[src/rtl/tow_pkg.sv]
// Shared types and helpers for the tug-of-war match controller.
// Holds the state encoding, the rope-position width and the LED index helper.
package tow_pkg;

  typedef enum logic [1:0] {
    S_IDLE  = 2'd0,
    S_DELAY = 2'd1,
    S_ARMED = 2'd2,
    S_OVER  = 2'd3
  } state_t;

  localparam int POS_W = 4;

  // Rope marker bit: centre sits at index win_steps, pos shifts it either way.
  function automatic int led_idx(input int win_steps, input logic signed [POS_W-1:0] p);
    return win_steps + int'(p);
  endfunction

endpackage

[src/rtl/tow_pos_decode.sv]
// Combinational signed rope position to one-hot LED marker decoder.
module tow_pos_decode
  import tow_pkg::*;
#(
  parameter int WIN_STEPS = 4
) (
  input  logic signed [POS_W-1:0] i_pos,
  output logic [2*WIN_STEPS:0]    o_led
);

  for (genvar g = 0; g <= 2*WIN_STEPS; g++) begin : g_bit
    assign o_led[g] = (led_idx(WIN_STEPS, i_pos) == g);
  end

endmodule

[src/rtl/tow_match_ctrl.sv]
// Match-level tug-of-war controller: sequences clear/arm per round, consumes
// the round-result pulse, moves the rope and declares the match winner.
module tow_match_ctrl
  import tow_pkg::*;
#(
  parameter int WIN_STEPS = 4,
  parameter int ARM_DELAY = 16,
  parameter int RND_W     = 8
) (
  input  logic                    clk,
  input  logic                    rst,
  input  logic                    start,
  input  logic                    winrnd,
  input  logic                    right,
  input  logic                    tie,
  output logic                    clr,
  output logic                    armed,
  output logic signed [POS_W-1:0] pos,
  output logic [2*WIN_STEPS:0]    led,
  output logic [RND_W-1:0]        rounds,
  output logic                    game_over,
  output logic                    winner_right
);

  localparam int LED_W = 2*WIN_STEPS + 1;
  localparam int CNT_W = (ARM_DELAY > 1) ? $clog2(ARM_DELAY) : 1;
  localparam logic [CNT_W-1:0]        CNT_LOAD = CNT_W'(ARM_DELAY - 1);
  localparam logic signed [POS_W-1:0] P_LIM    = POS_W'(WIN_STEPS);
  localparam logic signed [POS_W-1:0] P_ONE    = POS_W'(1);
  localparam logic [RND_W-1:0]        RND_MAX  = '1;
  localparam logic [LED_W-1:0]        LED_CTR  = LED_W'(1) << WIN_STEPS;

  state_t                 r_state, w_state_nxt;
  logic [CNT_W-1:0]       r_cnt, w_cnt_nxt;
  logic signed [POS_W-1:0] r_pos, w_pos_nxt;
  logic [RND_W-1:0]       r_rounds, w_rounds_nxt;
  logic                   r_win, w_win_nxt;
  logic [LED_W-1:0]       r_led, w_led_nxt;

  // LED is decoded from the next position so it updates on the same edge as pos.
  tow_pos_decode #(.WIN_STEPS(WIN_STEPS)) u_dec (
    .i_pos (w_pos_nxt),
    .o_led (w_led_nxt)
  );

  always_ff @(posedge clk or posedge rst) begin
    if (rst) begin
      r_state  <= S_IDLE;
      r_cnt    <= '0;
      r_pos    <= '0;
      r_rounds <= '0;
      r_win    <= 1'b0;
      r_led    <= LED_CTR;
    end else begin
      r_state  <= w_state_nxt;
      r_cnt    <= w_cnt_nxt;
      r_pos    <= w_pos_nxt;
      r_rounds <= w_rounds_nxt;
      r_win    <= w_win_nxt;
      r_led    <= w_led_nxt;
    end
  end

  always_comb begin
    w_state_nxt  = r_state;
    w_cnt_nxt    = r_cnt;
    w_pos_nxt    = r_pos;
    w_rounds_nxt = r_rounds;
    w_win_nxt    = r_win;
    // A start pulse overrides everything, including a colliding round result.
    if (start) begin
      w_state_nxt  = S_DELAY;
      w_cnt_nxt    = CNT_LOAD;
      w_pos_nxt    = '0;
      w_rounds_nxt = '0;
      w_win_nxt    = 1'b0;
    end else begin
      case (r_state)
        S_DELAY: begin
          if (r_cnt == '0) w_state_nxt = S_ARMED;
          else             w_cnt_nxt   = r_cnt - 1'b1;
        end
        S_ARMED: begin
          if (winrnd) begin
            if (r_rounds != RND_MAX) w_rounds_nxt = r_rounds + 1'b1;
            if (!tie) w_pos_nxt = right ? (r_pos + P_ONE) : (r_pos - P_ONE);
            if (w_pos_nxt == P_LIM || w_pos_nxt == -P_LIM) begin
              w_state_nxt = S_OVER;
              w_win_nxt   = (w_pos_nxt == P_LIM);
            end else begin
              w_state_nxt = S_DELAY;
              w_cnt_nxt   = CNT_LOAD;
            end
          end
        end
        default: ;
      endcase
    end
  end

  assign clr          = (r_state != S_ARMED);
  assign armed        = (r_state == S_ARMED);
  assign game_over    = (r_state == S_OVER);
  assign pos          = r_pos;
  assign led          = r_led;
  assign rounds       = r_rounds;
  assign winner_right = r_win;

endmodule

[config.mk]
export PLATFORM = sky130hd
export DESIGN_NAME = tow_match_ctrl
export DESIGN_NICKNAME = d
export VERILOG_FILES = /design/src/rtl/tow_pkg.sv /design/src/rtl/tow_pos_decode.sv /design/src/rtl/tow_match_ctrl.sv
export SDC_FILE = /design/constraint.sdc
export NUM_CORES = 1
export LEC_CHECK = 0
export BUFFER_PORTS_ARGS = -buffer_cell sky130_fd_sc_hd__buf_2
export CAP_MARGIN = 20
export CORE_MARGIN = 1
export CORE_UTILIZATION = 42
export DETAILED_ROUTE_END_ITERATION = 12
export PLACE_DENSITY = 0.76
export SLEW_MARGIN = 0
export SYNTH_ARGS = -nofsm -noshare
export SYNTH_HDL_FRONTEND = slang
export SYNTH_SLANG_ARGS = --single-unit
[constraint.sdc]
create_clock -name clk -period 3.6 [get_ports clk]
set_clock_uncertainty 0.05 [all_clocks]
set_input_delay 0.72 -clock clk [delete_from_list [all_inputs] [get_ports clk]]
set_output_delay 0.72 -clock clk [all_outputs]
set_load 0.02 [all_outputs]
After elaboration in Yosys (flattened, before gate mapping):

Cells that the tools add are included.

* bits in registers: 28
* latch bits: 0
* memory bits (writable): 0
* ROM bits: 0
* bits of input ports: 6
* output and inout port bits: 25
* memories: 0

* add/subtract/negate cells: 5
* $mul: 0
* divide/modulo/power cells: 0
* $lt $le $gt $ge: 0
* equality and inequality tests: 19
* shift operators: 0
* mux-type cells: 26
* bitwise logic cells: 0
* reduce and logical (&&, ||, !) cells: 12

Operators with widths (number)
* $eq A32 B4 Y1 const B: 4
* $eq A32 B3 Y1 const B: 2
* $mux W4: 12
* $eq A32 B2 Y1 const B: 1
* $eq A32 B5 Y1 const B: 1
* $logic_not A32 Y1: 1
* $mux W8: 4
* $ne A3 B3 Y1 const B: 4
* $reduce_and A3 Y1: 3
* $add A8 B1 Y8 const B: 1
* $mux W2: 4
* $ne A8 B8 Y1 const B: 1
* $pmux W4 S2: 1
* $reduce_bool A2 Y1: 4
* $add A4 B4 Y5 const A: 1
* $add A4 B2 Y4 const B: 1
* $eq A2 B2 Y1 const B: 2
* $eq A4 B3 Y1 const B: 1
* $eq A4 B4 Y1 const B: 1
* $logic_not A4 Y1: 1
* $mux W1: 4
* $pmux W2 S2: 1
* $reduce_and A4 Y1: 1
* $sub A4 B1 Y4 const B: 1
* 5 further kinds: 5

Logic depth before layout (Yosys ltp):

* word-level depth: 12
* gate-level depth with buffers: 7

Modules after synthesis:

A second synthesis with hierarchy kept.

* cell total of the unflattened synthesis: 146
* area total of the unflattened synthesis: 1483.9 µm²

Modules (own cells, without submodules)
* tow_match_ctrl: instances 1, cells each 137, area an instance 1395.1 µm², seq. area each 701.9 µm²
* tow_pos_decode: instances 1, cells each 9, area an instance 88.8 µm², seq. area each 0.0 µm²

Worst setup path after synthesis:

Ideal clock, no wire load.

* kind: input to register
* start: input port right
* end: register r_cnt[2]
* data arrival time: 2209 ps
* data required time: 3429 ps
* setup slack: 1220 ps
* cell stages on the path: 6
* cell sequence: inv_1 fa_1 nor3b_1 a32oi_1 a211o_1 o22a_1

* cells in the longest elaborated chain, start to end: 9
* elaborated cells between the ends (all ways): 10

Ends and longest elaborated chain
* from (decl): RTL line tow_match_ctrl.sv:14 `input logic right,`
* $mux W4 (*) (2 in series): RTL line tow_match_ctrl.sv:86 `if (!tie) w_pos_nxt = right ? (r_pos + P_ONE) : (r_pos - P_ONE);`
* $mux W4 (*): RTL line tow_match_ctrl.sv:84 `if (winrnd) begin`
* $mux W4 (*): RTL line tow_match_ctrl.sv:78 `case (r_state)`
* $mux W4 (*): RTL line tow_match_ctrl.sv:71 `if (start) begin`
* $eq A4 B4 Y1 / $eq A4 B3 Y1 (equally long branches): RTL line tow_match_ctrl.sv:87 `if (w_pos_nxt == P_LIM || w_pos_nxt == -P_LIM) begin`
* $logic_or A1 B1 Y1 (*): RTL line tow_match_ctrl.sv:87
* $ne A3 B3 Y1 (no source line) (*)
* $reduce_and A4 Y1 (no source line) (*)
* to (signal assigned): RTL line tow_match_ctrl.sv:56 `r_cnt <= w_cnt_nxt;`
* to (decl): RTL line tow_match_ctrl.sv:34 `logic [CNT_W-1:0] r_cnt, w_cnt_nxt;`

Every way passes the cells marked *; elsewhere a longest branch is shown, timed or not. The select of a mux whose other input is x is not followed.
A chain may end at the register's enable or synchronous reset.

Final worst setup path:

* start: input port right
* end: register r_led[7] (netlist: led[7])

* cells in the longest elaborated chain, start to end: 10

Ends and longest elaborated chain
* $mux W4 (2 in series): RTL line tow_match_ctrl.sv:86
* $mux W4: RTL line tow_match_ctrl.sv:84
* $mux W4: RTL line tow_match_ctrl.sv:78
* $mux W4: RTL line tow_match_ctrl.sv:71
* $mux W4: RTL line tow_match_ctrl.sv:84
* $mux W4: RTL line tow_match_ctrl.sv:78
* $mux W4: RTL line tow_match_ctrl.sv:71
* $add A4 B4 Y5: RTL line tow_pkg.sv:16 `return win_steps + int'(p);`
* $eq A32 B4 Y1: RTL line tow_pos_decode.sv:12 `assign o_led[g] = (led_idx(WIN_STEPS, i_pos) == g);`
* via u_dec.o_led[7]: RTL line tow_pos_decode.sv:8 `output logic [2*WIN_STEPS:0] o_led`
* to (signal assigned): RTL line tow_match_ctrl.sv:60 `r_led <= w_led_nxt;`
* to (decl): RTL line tow_match_ctrl.sv:38 `logic [LED_W-1:0] r_led, w_led_nxt;`

The timed path passes the listed nets, and every way through them passes these cells. The select of a mux whose other input is x is not followed.

==> flow_metrics.tcl <==
set metrics [dict create \
    synthCells 162 \
    grt_max_degree 29 \
    synth_top_area_share_pct 43.7 \
    cp-endpoint "led[7]" \
    synth_common_cells "dfrtp_1 (27), nor2_1 (20), nand2_1 (13), a21oi_1 (10), inv_1 (8)" \
    die_area_um2 3930 \
    path_class "input port to flop" \
    clk_latency_ns 0.27 \
    ant_nets 0 \
    route.vias.total 1270 \
    stdcell_count 236 \
    post-route-period-util_pct 65.8 \
    die_h_um 62.7 \
    place.gp.congestion 0.839 \
    io_pins 31 \
    ir_drop_v 0.000117 \
    p_sw_share_pct 23.6 \
    setup_viol_count_final 0 \
    ys_seq_area_share_pct 45.4 \
    grt-ovfl-total 0 \
    ff2ff_setup_slack_ns 1.41 \
    fp.dieW_um 62.7 \
    wl_per_cell_um 13.0 \
    synth_most_common_cell "dfrtp_1" \
    final_nets 202 \
    rr_startpoint "pos[0]" \
    worstPathMaxFanout 7 \
    drt_iter0_drc 36 \
    path_clk_slew_ns 0.09 \
    avgSynthCellArea_um2 9.55 \
    start_util_pct 44.9 \
    cp-start-kind "input port" \
    cts_setup_buffers 0 \
    dp_hpwl_mm 2.20 \
    yosys.area.top_type "dfrtp_1" \
    p_leak_nw 0.837 \
    via_per_inst 5.38 \
    syn_nets 173 \
    async_reset_ff_share_pct 100 \
    placed_area_um2 1720 \
    rsz0062_at_grt "no" \
    synth-edff-count 0 \
    synth_area_um2 1550 \
    coreArea_um2 3440 \
    design_area_um2 1800 \
    reg2reg_depth 5 \
    power_frac_clock_pct 34.4 \
    min_period_ns 2.37 \
    drt_first_pass_iters 4 \
    cts_tree "built" \
    port_buffers 30 \
    crit_start "right" \
    layout-drive-gt1-share_pct 23.7 \
    clockRootBuffer "clkbuf_8" \
    grt_pass1_wl_mm 5.18 \
    fin_tns_setup_ns 0 \
    p_comb_share_pct 8.2 \
    status "finished clean" \
    p_sw_mw 0.135 \
    critPathArrivalTime_ns 2.51 \
    max_cap_viol_count 0 \
    rows 21 \
    ys.flop_type "dfrtp_1" \
    ys_warn_count 0 \
    drc 0 \
    syn2layout_area_growth_pct 16.6 \
    diodes 0 \
    max_slew_margin_pct 53.6 \
    max_freq_ghz 0.422 \
    grt_pass1_vias 1160 \
    maxSlewViolCount 0 \
    synth_cell_types 48 \
    cp_data_required_time_ns 3.74 \
    worst_pin_slew_ns 0.687 \
    place_ws_ns 0.981 \
    ctsResizeCount 0 \
    synth_top_cells_by_area "dfrtp_1 (44%), nor2_1 (4.9%), a21oi_1 (3.2%), ha_1 (3.2%), nand2_1 (3.2%)" \
    endpoint_kind "flop" \
    cts_num_sinks 28 \
    dp.cells 231 \
    finalPower_mw 0.574 \
    power_density_nw_per_um2 318 \
    p_seq_share_pct 57.4 \
    totalWireLength_mm 3.07 \
    hold_class "input port to asynchronous set/reset pin" \
    antenna_found_initial 0 \
    hold_buffers 0 \
    ys_seq_elements 28 \
    grt.total_usage_pct 16.5 \
    p_int_mw 0.439 \
    cts_buffers 3 \
    layout_setup_ws_ns 1.23 \
    r2r-end "r_cnt[2]" \
    htree_num_levels 1 \
    clk_path_buf_depth 2 \
    hold_viol_final 0 \
]
critical path, cell delays in order:
cell and delay, ns:
buf_2 0.10, inv_1 0.19, ha_1 0.29, a211oi_2 0.36
or3_4 0.23, a311oi_1 0.08, a21oi_1 0.29, nor3b_1 0.24
cells in the final DEF (no fill, tap or decap), types with 5 or more instances in the layout:
| cell | instances |
|---|---|
| inv_1 | 8 |
| a21oi_1 | 10 |
| nor2_1 | 20 |
| buf_2 | 30 |
| nor3_1 | 7 |
| dfrtp_1 | 27 |
| nor3b_1 | 5 |
| nand3_1 | 5 |
| nand2_1 | 13 |
worst min path at each step:
stage,to,slack (ns),cells past startpoint
detailed placement,r_cnt[0],0.47,1
global placement,r_cnt[0],0.46,1
CTS,r_cnt[0],0.48,1
global route,rounds[5],0.44,2
finish,rounds[6],0.40,2
floorplan,r_cnt[0],0.42,1
final cells by class:
class	instances	area [µm²]
clock buffer	4	55.1
fill	316	1640
inverter	8	30.0
multi-input combinational	119	781
sequential	28	702
tap	46	57.6
timing repair buffer	31	178
flip-flops by register name, summed over array words and instances, names as in the netlist:
name / flops
pos: 4
winner_right: 1
led: 9
r_state: 2
rounds: 8
r_cnt: 4
per-stage QoR:
step / hold WS (ns) / util [%]
global placement: 0.461 / 50.0
global route: 0.436 / 52.4
floorplan: 0.422 / -
detailed placement: 0.467 / 50.0
CTS: 0.479 / 51.6
finish: 0.403 / 52.4
cell families (layout without fill, tap and decap cells):
logic type,Yosys count,after routing,synth area share (%)
multiplexers,2,2,1.38
AO/OA/AOI/OAI,39,39,18.2
buffers and inverters,15,43,4.13
AND/OR/NAND/NOR,66,66,22.4
adder cells (fa/ha/maj),5,5,4.53
XOR/XNOR,7,7,3.96
flip-flops,28,28,45.4
per-layer routing:
metal / routed length, µm / track usage, % / vias up
li1: - / - / 630
met1: 1480 / 22.1 / 608
met2: 1440 / 27.4 / 28
met3: 119 / 2.74 / 4
met4: 25 / 4.36 / 0
met5: 0 / 0 / -
power by group through the flow:
stage               clock network [mW]  logic [mW]  registers, mW
floorplan                            0      0.0341          0.334
global placement                     0      0.0432          0.336
detailed placement                   0      0.0442          0.336
CTS                              0.199      0.0442          0.330
global route                     0.214      0.0535          0.331
finish                           0.197      0.0471          0.330
No activity file was read; power rests on OpenSTA's default activity.
